File: config.mk
export PLATFORM = sky130hd
export DESIGN_NAME = tape_player
export DESIGN_NICKNAME = d
export VERILOG_FILES = /design/src/rtl/tape_player.sv
export SDC_FILE = /design/constraint.sdc
export NUM_CORES = 1
export LEC_CHECK = 0
export ABC_AREA = 0
export CAP_MARGIN = 10
export CELL_PAD_IN_SITES_DETAIL_PLACEMENT = 0
export CELL_PAD_IN_SITES_GLOBAL_PLACEMENT = 1
export CORE_AREA = 4 4 127 98
export CTS_CLUSTER_SIZE = 16
export DETAILED_ROUTE_END_ITERATION = 10
export DIE_AREA = 0 0 131 102
export PLACE_DENSITY = 0.84
export SLEW_MARGIN = 20
export SYNTH_ARGS = -nofsm -noshare
export SYNTH_HDL_FRONTEND = slang
export SYNTH_SLANG_ARGS = --single-unit
export TNS_END_PERCENT = 20
File: constraint.sdc
create_clock -name clk_sys -period 3.74 [get_ports clk_sys]
set_input_delay 0.935 -clock clk_sys [delete_from_list [all_inputs] [get_ports clk_sys]]
set_output_delay 0.935 -clock clk_sys [all_outputs]
set_load 0.05 [all_outputs]
File: src/rtl/tape_player.sv
// tape_player: cassette playback engine; fetches tape bytes and serialises them MSB-first as square-wave audio.
// Define TAPE_PLAYER_LOOP_EN to wrap to position 0 at end of tape instead of stopping.
module tape_player #(
    parameter int POS_W    = 24,
    parameter int BIT_CLKS = 6668
) (
    input  logic             clk_sys,
    input  logic             reset,
    input  logic             play,
    input  logic             stop,
    input  logic             rewind,
    input  logic [POS_W-1:0] tape_end,
    output logic [POS_W-1:0] ram_addr,
    input  logic [7:0]       ram_data,
    output logic [POS_W-1:0] pos,
    output logic             audio,
    output logic             motor,
    output logic             byte_strobe
);
    localparam int CW = $clog2(BIT_CLKS);
    localparam logic [CW-1:0] LAST = CW'(BIT_CLKS - 1);
    localparam logic [CW-1:0] Q1   = CW'(BIT_CLKS / 4);
    localparam logic [CW-1:0] Q2   = CW'(BIT_CLKS / 2);
    localparam logic [CW-1:0] Q3   = CW'(3 * (BIT_CLKS / 4));

    typedef enum logic [1:0] {S_IDLE, S_FETCH, S_WAIT, S_SHIFT} state_t;

    state_t           r_state, w_state_n;
    logic [POS_W-1:0] r_pos, w_pos_n, w_pos_inc;
    logic [7:0]       r_shift, w_shift_n;
    logic [2:0]       r_bit, w_bit_n;
    logic [CW-1:0]    r_clk, w_clk_n;
    logic             r_audio, w_audio_n;
    logic             r_strobe, w_strobe_n;

    // A one bit is two short pulses, a zero bit is one long pulse.
    function automatic logic enc(input logic b, input logic [CW-1:0] c);
        return b ? (c < Q1 || (c >= Q2 && c < Q3)) : (c < Q2);
    endfunction

    assign w_pos_inc   = r_pos + POS_W'(1);
    assign ram_addr    = r_pos;
    assign pos         = r_pos;
    assign audio       = r_audio;
    assign motor       = r_state != S_IDLE;
    assign byte_strobe = r_strobe;

    always_ff @(posedge clk_sys or posedge reset) begin
        if (reset) begin
            r_state  <= S_IDLE;
            r_pos    <= '0;
            r_shift  <= '0;
            r_bit    <= '0;
            r_clk    <= '0;
            r_audio  <= 1'b0;
            r_strobe <= 1'b0;
        end else begin
            r_state  <= w_state_n;
            r_pos    <= w_pos_n;
            r_shift  <= w_shift_n;
            r_bit    <= w_bit_n;
            r_clk    <= w_clk_n;
            r_audio  <= w_audio_n;
            r_strobe <= w_strobe_n;
        end
    end

    always_comb begin
        w_state_n  = r_state;
        w_pos_n    = r_pos;
        w_shift_n  = r_shift;
        w_bit_n    = r_bit;
        w_clk_n    = r_clk;
        w_strobe_n = 1'b0;
        if (rewind) begin
            w_state_n = S_IDLE;
            w_pos_n   = '0;
        end else if (stop) begin
            w_state_n = S_IDLE;
        end else begin
            case (r_state)
                S_IDLE: begin
                    if (play && tape_end != '0) begin
`ifdef TAPE_PLAYER_LOOP_EN
                        if (r_pos >= tape_end) w_pos_n = '0;
                        w_state_n = S_FETCH;
`else
                        if (r_pos < tape_end) w_state_n = S_FETCH;
`endif
                    end
                end
                S_FETCH: w_state_n = S_WAIT;
                S_WAIT: begin
                    w_shift_n  = ram_data;
                    w_bit_n    = 3'd7;
                    w_clk_n    = '0;
                    w_strobe_n = 1'b1;
                    w_state_n  = S_SHIFT;
                end
                S_SHIFT: begin
                    if (r_clk == LAST) begin
                        w_clk_n = '0;
                        if (r_bit != 3'd0) begin
                            w_bit_n   = r_bit - 3'd1;
                            w_shift_n = {r_shift[6:0], 1'b0};
                        end else begin
                            w_pos_n = w_pos_inc;
                            // >= also catches tape_end shrinking below pos mid-byte
`ifdef TAPE_PLAYER_LOOP_EN
                            if (w_pos_inc >= tape_end) w_pos_n = '0;
                            w_state_n = S_FETCH;
`else
                            w_state_n = (w_pos_inc >= tape_end) ? S_IDLE : S_FETCH;
`endif
                        end
                    end else begin
                        w_clk_n = r_clk + CW'(1);
                    end
                end
            endcase
        end
        w_audio_n = (w_state_n == S_SHIFT) && enc(w_shift_n[7], w_clk_n);
    end
endmodule
; After elaboration in Yosys (flattened, before gate mapping)
; Cells that the tools add are included.
[word_totals]
ff_bits = 52
wordCells = 70
in_bits = 37
output_inout_bits = 51
[classes]
n_reduce_logical = 13
mux = 29
order_cmp = 6
add_sub_neg = 3
n_eq_ne = 9
bitwise = 2
[op_table]
columns = operator, count
row1 = 24-bit two-way mux, 5
row2 = 13-bit two-way mux, 3
row3 = 8-bit two-way mux, 4
row4 = 13-bit one-hot mux with 2 select lines, 1
row5 = 24-bit by 1-bit adder with 24-bit output (second input constant), 1
row6 = 24-bit greater-or-equal comparator, 1
row7 = 24-bit less-than comparator, 1
row8 = 24-bit nonzero test, 1
row9 = 8-bit one-hot mux with 2 select lines, 1
row10 = 13-bit by 1-bit adder with 13-bit output (second input constant), 1
row11 = 13-bit equality test (second input constant), 1
row12 = 13-bit by 12-bit greater-or-equal comparator with 1-bit output (second input constant), 1
row13 = 13-bit by 11-bit less-than comparator with 1-bit output (second input constant), 1
row14 = 13-bit by 12-bit less-than comparator with 1-bit output (second input constant), 1
row15 = 13-bit less-than comparator (second input constant), 1
row16 = 2-bit two-way mux, 6
row17 = 2-bit one-hot mux with 4 select lines, 1
row18 = 2-bit nonzero test, 4
row19 = 2-bit equality test (second input constant), 3
row20 = 3-bit two-way mux, 2
row21 = 2-bit != test (second input constant), 3
row22 = 3-bit one-hot mux with 2 select lines, 1
row23 = 1-bit two-way mux, 5
row24 = 5-bit AND reduction, 1
row25 = 9 further kinds, 12

; Longest topological paths before layout
; Gate-level depths: netlist of the first run.
[depth]
depth_word = 10
ltp_mapped = 17
mapped_depth_nobuf = 16

; Worst setup path after synthesis of the first run
; Ideal clock, no wire load.
[synth_timing]
path_kind = reg-to-reg
from = reg r_pos[0] (netlist: pos[0])
to = reg r_state[0]
n_path_buf = 1
path_stages_with_launch = 18
slack_ns = 0.157
setup_time_ns = 0.094
period_less_slack_ns = 3.583
required_ns = 3.646
t_arrival_ns = 3.489
cell_sequence = dfrtp_1 > ha_1 > and3_1 > and3_1 > nand2_1 > nor2_1 > and3_1 > clkbuf_1 > nand3_1 > xnor2_1 > ha_1 > a21o_1 > a21o_1 > a21oi_1 > o211ai_1 > nor2_1 > o21ai_0 > a211oi_1
[synth_via]
elab_chain_len = 8
elab_cells_between_ends = 11
classes_between = add/sub (1) / order compare (2) / mux (8)
[synth_lines]
columns = element, line
row1 = start: declaration, 29  ; logic [POS_W-1:0] r_pos, w_pos_n, w_pos_inc;
row2 = start signal: assignment, 59  ; r_pos <= w_pos_n;
row3 = 24-bit by 1-bit adder with 24-bit output, 41  ; assign w_pos_inc = r_pos + POS_W'(1);
row4 = 24-bit greater-or-equal comparator, 113  ; w_state_n = (w_pos_inc >= tape_end) ? S_IDLE : S_FETCH;
row5 = 1-bit two-way mux, 113
row6 = 2-bit two-way mux, 103  ; if (r_bit != 3'd0) begin
row7 = 2-bit two-way mux, 101  ; if (r_clk == LAST) begin
row8 = 2-bit one-hot mux with 4 select lines *, 81  ; case (r_state)
row9 = 2-bit two-way mux *, 78  ; end else if (stop) begin
row10 = 2-bit two-way mux *, 75  ; if (rewind) begin
row11 = via w_state_n[0], 28  ; state_t r_state, w_state_n;
row12 = end signal: assignment, 58  ; r_state <= w_state_n;
row13 = end: declaration, 28
; Mark *: on every way through the listed nets, which the timed path passes. The rest lies on a longest branch.
; A chain may end at the register's enable or synchronous reset.

; Worst setup path in the final report of the first run
; Ends and elaborated chain as after synthesis.

==> impl_metrics.json, run 1 <==
{
  "run_status": "complete, no violations",
  "fmax_mhz": 294.7,
  "yosys-top-cells-count": "dfrtp_1 (52), ha_1 (52), nand2_1 (42)",
  "grt_pass1_wl_um": 20380,
  "avgSynthCellArea_um2": 8.741,
  "synth_seq_cells": 52,
  "ant_nets": 0,
  "cts_hold_buffers": 0,
  "die-area_mm2": 0.01336,
  "wl_per_cell_um": 17.65,
  "avgViaCountPerCell": 5.557,
  "place_ws_ns": 0.2555,
  "root_buffer": "clkbuf_16",
  "grt_max_degree": 26,
  "setup_ws_ns": 0.3471,
  "grt_pass1_vias": 3895,
  "path_class": "flip-flop to flip-flop",
  "h-tree-depth": 2,
  "rsz0062_at_grt": "false",
  "drt-total-wl_um": 12460,
  "vdd_drop_max_uv": 173.9,
  "required_ns": 3.95,
  "syn_to_final_growth_pct": 25.13,
  "leakagePower_uw": 0.002570,
  "synth_top_area_cell": "dfrtp_1",
  "antenna_found_initial": 0,
  "grt-ovfl-total": 0,
  "clockBufferDepth": 2,
  "max_cap_violations": 0,
  "critPathMaxStageDelay_ns": 0.49,
  "num_rows": 34,
  "synth_top_area_share_pct": 30.32,
  "cts_setup_buffers": 0,
  "period_needed_ns": 3.393,
  "syn_inst": 491,
  "path_cells": "and3_1 > nand3_1 > or2_1 > nor3_2 > buf_4 > nand3_1 > xnor2_1 > ha_1 > a21o_1 > a21o_1 > a21oi_1 > o211ai_1 > nor2_1 > o21ai_0 > a211oi_1",
  "synth_cell_types": 62,
  "floorplan.initialDensity_pct": 37.78,
  "power.density_mw_per_mm2": 242.7,
  "io_buffers": 87,
  "worst_pin_slew_ns": 0.8044,
  "hp-class": "flip-flop to flip-flop",
  "maxSlewViolCount": 0,
  "fin_nets": 651,
  "cts_inserted_buffers": 5,
  "post-route-drc-count": 0,
  "dieWidth_um": 131,
  "ys.flop_type": "dfrtp_1",
  "synth-seq-area-share_pct": 30.32,
  "syn_nets": 580,
  "path_max_fanout": 9,
  "hpwlAfterDp_um": 9935,
  "antenna_cells": 0,
  "post-route-period-util_pct": 90.72,
  "hold_viol": 0,
  "cp_top_family": "simple AND/OR/NAND/NOR gates",
  "synth.area.top_cells": "dfrtp_1 (30%), ha_1 (15%), buf_4 (4.2%), nand2_1 (3.7%), inv_1 (3.2%)",
  "cpMaxStageDelayCell": "dfrtp_1",
  "timing.slew.headroom_pct": 44.98,
  "ys_warn_count": 0,
  "async_reset_ff_share_pct": 100.0,
  "ioPinCount": 88,
  "startpoint_type": "flip-flop",
  "first_iter_violations": 269,
  "setup_viol": 0,
  "synth.cell_area_mm2": 0.004292,
  "dr.pass1.iters": 5,
  "drive_above_1_share_pct": 5.694,
  "num_vias": 3923,
  "crit_buf_inv": 1,
  "worstPathArrival_ns": 3.61,
  "coreArea_mm2": 0.01136,
  "clk_latency_ns": 0.30,
  "synth_edf_count": 0,
  "post_cts_resized": 0,
  "globalplace.congestion": 0.9261,
  "die_h_um": 102,
  "track_usage_pct": 19.30,
  "cts_tree": "done",
  "path_clk_slew_ns": 0.07,
  "finClkSkew_ns": 0.009246,
  "cts_sinks": 52,
  "setup-tns-final_ns": 0,
  "worstSetupEndpointType": "flip-flop"
}
per-layer routing:
metal  global-route usage (%)  wire length [µm]  up-vias
met5                        0                 0        -
met4                    3.874               115        0
met3                    3.030               780        8
met2                    28.67              5264      123
met1                    29.61              6301     1879
li1                         -                 -     1913
state kept, by name, indices dropped and copies added, names as in the netlist:
| name | count |
|---|---|
| r_shift | 8 |
| r_state | 2 |
| pos | 24 |
| r_bit | 3 |
| audio | 1 |
| byte_strobe | 1 |
| r_clk | 13 |
worst paths after layout:
path                          start          to  slack [ns]  depth (start not counted)
max                          pos[0]  r_state[0]        0.35                         15
min                        r_bit[1]    r_bit[1]        0.48                          1
max reg2reg                  pos[0]  r_state[0]        0.35                         15
min reg2reg                r_bit[1]    r_bit[1]        0.48                          1
max in group asynchronous     reset     pos[16]        2.24                          3
min in group asynchronous     reset  r_shift[3]        0.87                          2
placed cells by master (no fill, tap or decap), types with 3 or more instances in the layout:
master,Yosys,final
a2111oi_0,4,4
a21o_1,16,16
a21oi_1,21,21
a22o_1,13,13
a22oi_1,6,6
a31oi_1,6,6
and2_1,4,4
and3_1,11,11
and4_1,3,3
buf_4,24,15
clkbuf_16,0,5
clkdlybuf4s50_1,0,87
dfrtp_1,52,52
ha_1,52,52
inv_1,37,36
nand2_1,42,42
nand2b_1,5,5
nand3_1,23,23
nand4_1,13,13
nor2_1,20,20
nor2b_1,6,6
nor4_1,10,10
o21a_1,5,5
o21ai_0,19,19
o21ai_1,11,11
o31ai_1,4,4
or3_1,4,4
or4_1,3,3
xnor2_1,14,14
xor2_1,12,12
power by group:
group / total, µW / switching [µW] / internal (µW)
sequential: 610 / 23.5 / 586
combinational: 200 / 109 / 91.2
clock: 493 / 212 / 282
metrics by stage:
step	std cells	utilization, %	area, µm²	total power (µW)	hold WS, ns
final	706	47.28	5370	1303	0.4791
after global placement	699	45.94	5218	813.8	0.4614
after floorplan	491	-	4292	730.6	0.4493
after detailed placement	699	45.94	5218	819.4	0.4662
after CTS	706	47.28	5370	1318	0.4817
after global routing	706	47.28	5370	1369	0.5203
kinds of logic (layout without fill, tap and decap cells):
kind of cell,after synthesis,count (layout),synth area share [%]
AOI/OAI and AO/OA,127,127,20.47
buffers and inverters,76,147,8.863
and+or+nand+nor,157,157,19.65
DFF,52,52,30.32
adders and majority gates,52,52,15.16
xor gates and xnor gates,26,26,5.306
muxes,1,1,0.2332
worst register-to-register path, stage by stage (launching register included):
cell	delay (ns)
dfrtp_1	0.49
and3_1	0.21
nand3_1	0.13
or2_1	0.36
nor3_2	0.19
buf_4	0.19
nand3_1	0.15
xnor2_1	0.16
ha_1	0.31
a21o_1	0.17
a21o_1	0.18
a21oi_1	0.22
o211ai_1	0.13
nor2_1	0.11
o21ai_0	0.10
a211oi_1	0.23
layout make-up:
cell class	count	area [µm²]
Fill cell	1086	5988
Timing Repair Buffer	102	983.4
Inverter	38	142.6
Multi-Input combinational cell	363	2610
Tap cell	144	180.2
Sequential cell	52	1301
Clock buffer	7	152.6
Power figures use the tool's default switching activity.
==> run 2: changes to the inputs <==
--- a/config.mk
+++ b/config.mk
@@ -9,12 +9,12 @@
 export CAP_MARGIN = 10
 export CELL_PAD_IN_SITES_DETAIL_PLACEMENT = 0
 export CELL_PAD_IN_SITES_GLOBAL_PLACEMENT = 1
-export CORE_AREA = 4 4 127 98
+export CORE_AREA = 4 4 125 97
+export CTS_BUF_LIST = sky130_fd_sc_hd__clkbuf_4 sky130_fd_sc_hd__clkbuf_8
 export CTS_CLUSTER_SIZE = 16
 export DETAILED_ROUTE_END_ITERATION = 10
-export DIE_AREA = 0 0 131 102
-export PLACE_DENSITY = 0.84
-export SLEW_MARGIN = 20
+export DIE_AREA = 0 0 129 101
+export PLACE_DENSITY = 0.86
 export SYNTH_ARGS = -nofsm -noshare
 export SYNTH_HDL_FRONTEND = slang
 export SYNTH_SLANG_ARGS = --single-unit
==> run 2 against run 1 <==
  * Via count grew 1.6%
  * Register-to-register slack got worse by 0.17 ns
  * Routed wire length shrank 0.65%
  * Highest routed layer unchanged
==> impl_metrics.json, run 2 (synthesis results as in run 1) <==
{
  "fmax_mhz": 280.8,
  "root_buffer": "clkbuf_8",
  "path_max_fanout": 9,
  "setup_viol": 0,
  "ioPinCount": 88,
  "fin_nets": 651,
  "whs_ns": 0.4886,
  "antenna_cells": 0,
  "nFillCells": 1030,
  "timing.slew.headroom_pct": 55.10,
  "cpMaxStageDelayCell": "dfrtp_1",
  "worstSetupEndpointType": "flip-flop",
  "maxSlewViolCount": 0,
  "critPathMaxStageDelay_ns": 0.52,
  "wl_per_cell_um": 17.61,
  "max_cap_violations": 0,
  "drt-total-wl_um": 12380,
  "path_cells": "and3_1 > nand3_1 > or2_1 > nor3_2 > nand3_1 > xnor2_1 > ha_1 > a21o_1 > a21o_1 > a21oi_1 > o211ai_1 > nor2_1 > o21ai_0 > a211oi_1",
  "leakagePower_uw": 0.002543,
  "num_vias": 3984,
  "power.density_mw_per_mm2": 219.3,
  "dieWidth_um": 129,
  "coreArea_mm2": 0.01082,
  "clk_latency_ns": 0.32,
  "finClkSkew_ns": 0.01112,
  "post-route-period-util_pct": 95.24,
  "ant_nets": 0,
  "globalplace.congestion": 0.8962,
  "dr.pass1.iters": 5,
  "register_area_mm2": 0.001301,
  "floorplan.initialDensity_pct": 39.67,
  "die_h_um": 101,
  "cts_setup_buffers": 0,
  "startpoint_type": "flip-flop",
  "grt_pass1_wl_um": 20220,
  "cts_inserted_buffers": 5,
  "setup-tns-final_ns": 0,
  "run_status": "complete, no violations",
  "die-area_mm2": 0.01303,
  "grt_pass1_vias": 3928,
  "h-tree-depth": 2,
  "period_needed_ns": 3.562,
  "syn_to_final_growth_pct": 23.59,
  "track_usage_pct": 19.43,
  "multi_input_area_mm2": 0.002610,
  "num_rows": 33,
  "rsz0062_at_grt": "false",
  "final_cell_mix": "clkdlybuf4s50_1 (87), ha_1 (52), dfrtp_1 (52)",
  "hold_viol": 0,
  "path_clk_slew_ns": 0.11,
  "first_iter_violations": 270,
  "antenna_found_initial": 0,
  "avgViaCountPerCell": 5.667,
  "vdd_drop_max_uv": 184.8,
  "hp-class": "flip-flop to flip-flop",
  "layout_commonest_cell": "clkdlybuf4s50_1",
  "drive_above_1_share_pct": 5.861,
  "post-route-drc-count": 0,
  "grt_max_degree": 29,
  "post_cts_resized": 0,
  "worstPathArrival_ns": 3.81,
  "hpwlAfterDp_um": 9689,
  "io_buffers": 87,
  "required_ns": 3.99,
  "worst_pin_slew_ns": 0.6725,
  "grt-ovfl-total": 0,
  "largest_reg_flops": 24,
  "path_class": "flip-flop to flip-flop",
  "cts_hold_buffers": 0,
  "cts_sinks": 52,
  "clockBufferDepth": 2,
  "cts_tree": "done"
}
==> run 2: through the flow <==
stage	utilization (%)	setup slack, ns	power, µW	instance area [µm²]	std cells
after detailed placement	48.18	0.1809	820.6	5213	695
after floorplan	-	0.1570	730.6	4292	491
after global routing	49.03	0.02549	1227	5304	703
after CTS	49.03	0.2386	1172	5304	703
after global placement	48.18	0.2039	816.1	5213	695
final	49.03	0.1782	1163	5304	703
==> run 2: area by class of cell <==
| cell class | count | area share [%] |
|---|---|---|
| Multi-Input combinational cell | 363 | 49.21 |
| Sequential cell | 52 | 24.53 |
| Timing Repair Buffer | 102 | 18.54 |
| Tap cell | 140 | 3.303 |
| Inverter | 38 | 2.689 |
| Clock buffer | 5 | 1.297 |
| Clock inverter | 3 | 0.4246 |
==> run 2: critical path: cells and delay by family, from the launching register on <==
family / cells / cell delay [ns]
AO/OA/AOI/OAI: 6 / 1.05
flip-flops: 1 / 0.52
AND/OR/NAND/NOR: 6 / 1.44
adder cells (fa/ha/maj): 1 / 0.30
XOR/XNOR: 1 / 0.17
==> run 2: metal layers <==
| layer | vias up | track usage (%) | part of all wire [%] |
|---|---|---|---|
| li1 | 1914 | - | - |
| met1 | 1900 | 29.35 | 49 |
| met2 | 156 | 29.02 | 43 |
| met3 | 14 | 2.754 | 6.8 |
| met4 | 0 | 4.843 | 1.4 |
| met5 | - | 0 | 0 |
==> run 2: final timing paths <==
check                      slack, ns    endpoint  startpoint  cells after the start
setup / recovery                0.18  r_state[0]      pos[0]                     14
hold / removal                  0.49  r_shift[6]  r_shift[6]                      2
setup reg to reg                0.18  r_state[0]      pos[0]                     14
hold reg to reg                 0.49  r_shift[6]  r_shift[6]                      2
max in group asynchronous       2.04    r_clk[3]       reset                      3
min in group asynchronous       1.01    r_bit[1]       reset                      2
==> run 2: where the power goes <==
part           switching (µW)  internal, µW  total [µW]  leakage (µW)
logic                     108          90.3         199       0.00179
registers                26.0           586         612      0.000703
clock network             217           135         352     0.0000485
==> run 3: changes to the inputs <==
--- a/config.mk
+++ b/config.mk
@@ -14,7 +14,7 @@
 export CTS_CLUSTER_SIZE = 16
 export DETAILED_ROUTE_END_ITERATION = 10
 export DIE_AREA = 0 0 129 101
-export PLACE_DENSITY = 0.86
+export PLACE_DENSITY_LB_ADDON = 0.1
 export SYNTH_ARGS = -nofsm -noshare
 export SYNTH_HDL_FRONTEND = slang
 export SYNTH_SLANG_ARGS = --single-unit
==> run 3 against run 2 <==
  * Setup slack better by 0.17 ns
  * Sequential share of layout area down 0.092 points
  * Combinational power is essentially flat
  * Clock skew grew 0.0018 ns
  * Critical path depth is 2 higher
  * Critical endpoint unchanged
  * Largest cell class unchanged
  * Largest power group unchanged
==> impl_metrics.json, run 3 (synthesis results as in run 1) <==
{
  "post-route-drc-count": 0,
  "grt_pass1_vias": 3751,
  "setup_viol": 0,
  "leakagePower_uw": 0.002553,
  "layout_commonest_cell": "clkdlybuf4s50_1",
  "clk_latency_ns": 0.32,
  "cts_hold_buffers": 0,
  "place_ws_ns": 0.2436,
  "cts_tree": "done",
  "rsz0062_at_grt": "false",
  "antenna_found_initial": 0,
  "path_cells": "ha_1 > and3_1 > and3_1 > nand2_1 > nor2_1 > and3_1 > nand3_1 > xnor2_1 > ha_1 > a21o_1 > a21o_1 > a21oi_1 > o211ai_1 > nor2_1 > o21ai_0 > a211oi_1",
  "die-area_mm2": 0.01303,
  "switching_power_uw": 336.3,
  "antenna_cells": 0,
  "num_vias": 3927,
  "vdd_drop_max_uv": 188.9,
  "run_status": "complete, no violations",
  "first_iter_violations": 270,
  "worst_pin_slew_ns": 1.041,
  "root_buffer": "clkbuf_8",
  "seqPwrFrac_pct": 50.1,
  "layoutNonFillerInstCount": 703,
  "hold_start": "r_bit[0]",
  "drive_above_1_share_pct": 5.861,
  "ioPinCount": 88,
  "h-tree-depth": 2,
  "cts_setup_buffers": 0,
  "p_clk_share_pct": 33.7,
  "floorplan.initialDensity_pct": 39.67,
  "path_class": "flip-flop to flip-flop",
  "critPathMaxStageDelay_ns": 0.50,
  "startpoint_type": "flip-flop",
  "p_int_uw": 883.0,
  "r2r_start": "pos[0]",
  "dieWidth_um": 129,
  "switching_share_pct": 27.58,
  "timing.slew.headroom_pct": 30.31,
  "final_core_util_pct": 49.21,
  "pwr-share-comb_pct": 16.2,
  "required_ns": 3.96,
  "die_h_um": 101,
  "ant_nets": 0,
  "p_total_uw": 1219,
  "period_needed_ns": 3.395,
  "power.density_mw_per_mm2": 229.0,
  "hold_viol": 0,
  "cpMaxStageDelayCell": "dfrtp_1",
  "post_cts_resized": 0,
  "cp-startpoint": "pos[0]",
  "final_cell_mix": "clkdlybuf4s50_1 (87), ha_1 (52), dfrtp_1 (52)",
  "maxSlewViolCount": 0,
  "cts_sinks": 52,
  "track_usage_pct": 19.19,
  "hpwlAfterDp_um": 9674,
  "path_clk_slew_ns": 0.09,
  "finClkSkew_ns": 0.01292,
  "path_common_cell": "and3_1",
  "worstSetupEndpointType": "flip-flop",
  "grt-ovfl-total": 0,
  "setup-tns-final_ns": 0,
  "post-place-cells": 695,
  "coreArea_mm2": 0.01082,
  "fmax_mhz": 294.6,
  "num_rows": 33,
  "dr.pass1.iters": 5,
  "setup_ws_ns": 0.3452,
  "wl_per_cell_um": 17.52,
  "clockBufferDepth": 2,
  "syn_to_final_growth_pct": 24.05,
  "grt_pass1_wl_um": 19770,
  "largest_reg_flops": 24,
  "fin_nets": 651,
  "avgViaCountPerCell": 5.586,
  "grt_max_degree": 34,
  "drt-total-wl_um": 12320,
  "io_buffers": 87,
  "cts_inserted_buffers": 5,
  "path_max_fanout": 9,
  "globalplace.congestion": 0.8467,
  "hp-class": "flip-flop to flip-flop",
  "nFillCells": 1048,
  "max_cap_violations": 0,
  "worstPathArrival_ns": 3.62,
  "post-route-period-util_pct": 90.77
}
==> run 3: final timing paths <==
kind	endpoint	slack [ns]	depth (start not counted)
max	r_state[0]	0.35	16
min	r_bit[0]	0.50	1
max reg2reg	r_state[0]	0.35	16
min reg2reg	r_bit[0]	0.50	1
max in group asynchronous	pos[2]	2.00	3
min in group asynchronous	r_shift[7]	1.07	2
==> run 3: layer usage <==
metal / up-vias / wire length [µm] / GRT usage, %
met3: 9 / 917 / 3.072
met5: - / 0 / 0
li1: 1916 / - / -
met1: 1842 / 6534 / 31.61
met2: 160 / 4774 / 25.84
met4: 0 / 91 / 3.551
==> run 3: power groups by stage <==
stage                     Sequential (µW)  Combinational, µW  Clock [µW]
after detailed placement              621                196           0
after CTS                             610                198         423
after global routing                  615                224         436
after floorplan                       613                117           0
after global placement                622                196           0
final                                 611                197         411
==> run 3: cell type report <==
| cell class | instances | area [µm²] | share of cell area, % |
|---|---|---|---|
| clock buffer | 6 | 76.32 | 1.434 |
| timing repair buffer | 102 | 983.4 | 18.47 |
| tap | 140 | 175.2 | 3.290 |
| clock inverter | 2 | 35.03 | 0.6580 |
| multi-input combinational | 363 | 2610 | 49.02 |
| sequential | 52 | 1301 | 24.44 |
| inverter | 38 | 142.6 | 2.679 |
==> run 3: critical path, delay by kind of cell, from the launching register on <==
| kind | cells | cell delay (ns) |
|---|---|---|
| AOI/OAI and AO/OA | 6 | 0.98 |
| and+or+nand+nor | 7 | 1.22 |
| DFF | 1 | 0.50 |
| adders and majority gates | 2 | 0.41 |
| xor gates and xnor gates | 1 | 0.16 |
==> run 3: through the flow <==
stage	instance area, µm²	hold WS, ns
floorplan	4292	0.4493
global placement	5213	0.4665
detailed placement	5213	0.4665
CTS	5324	0.4951
global route	5324	0.5147
finish	5324	0.4962
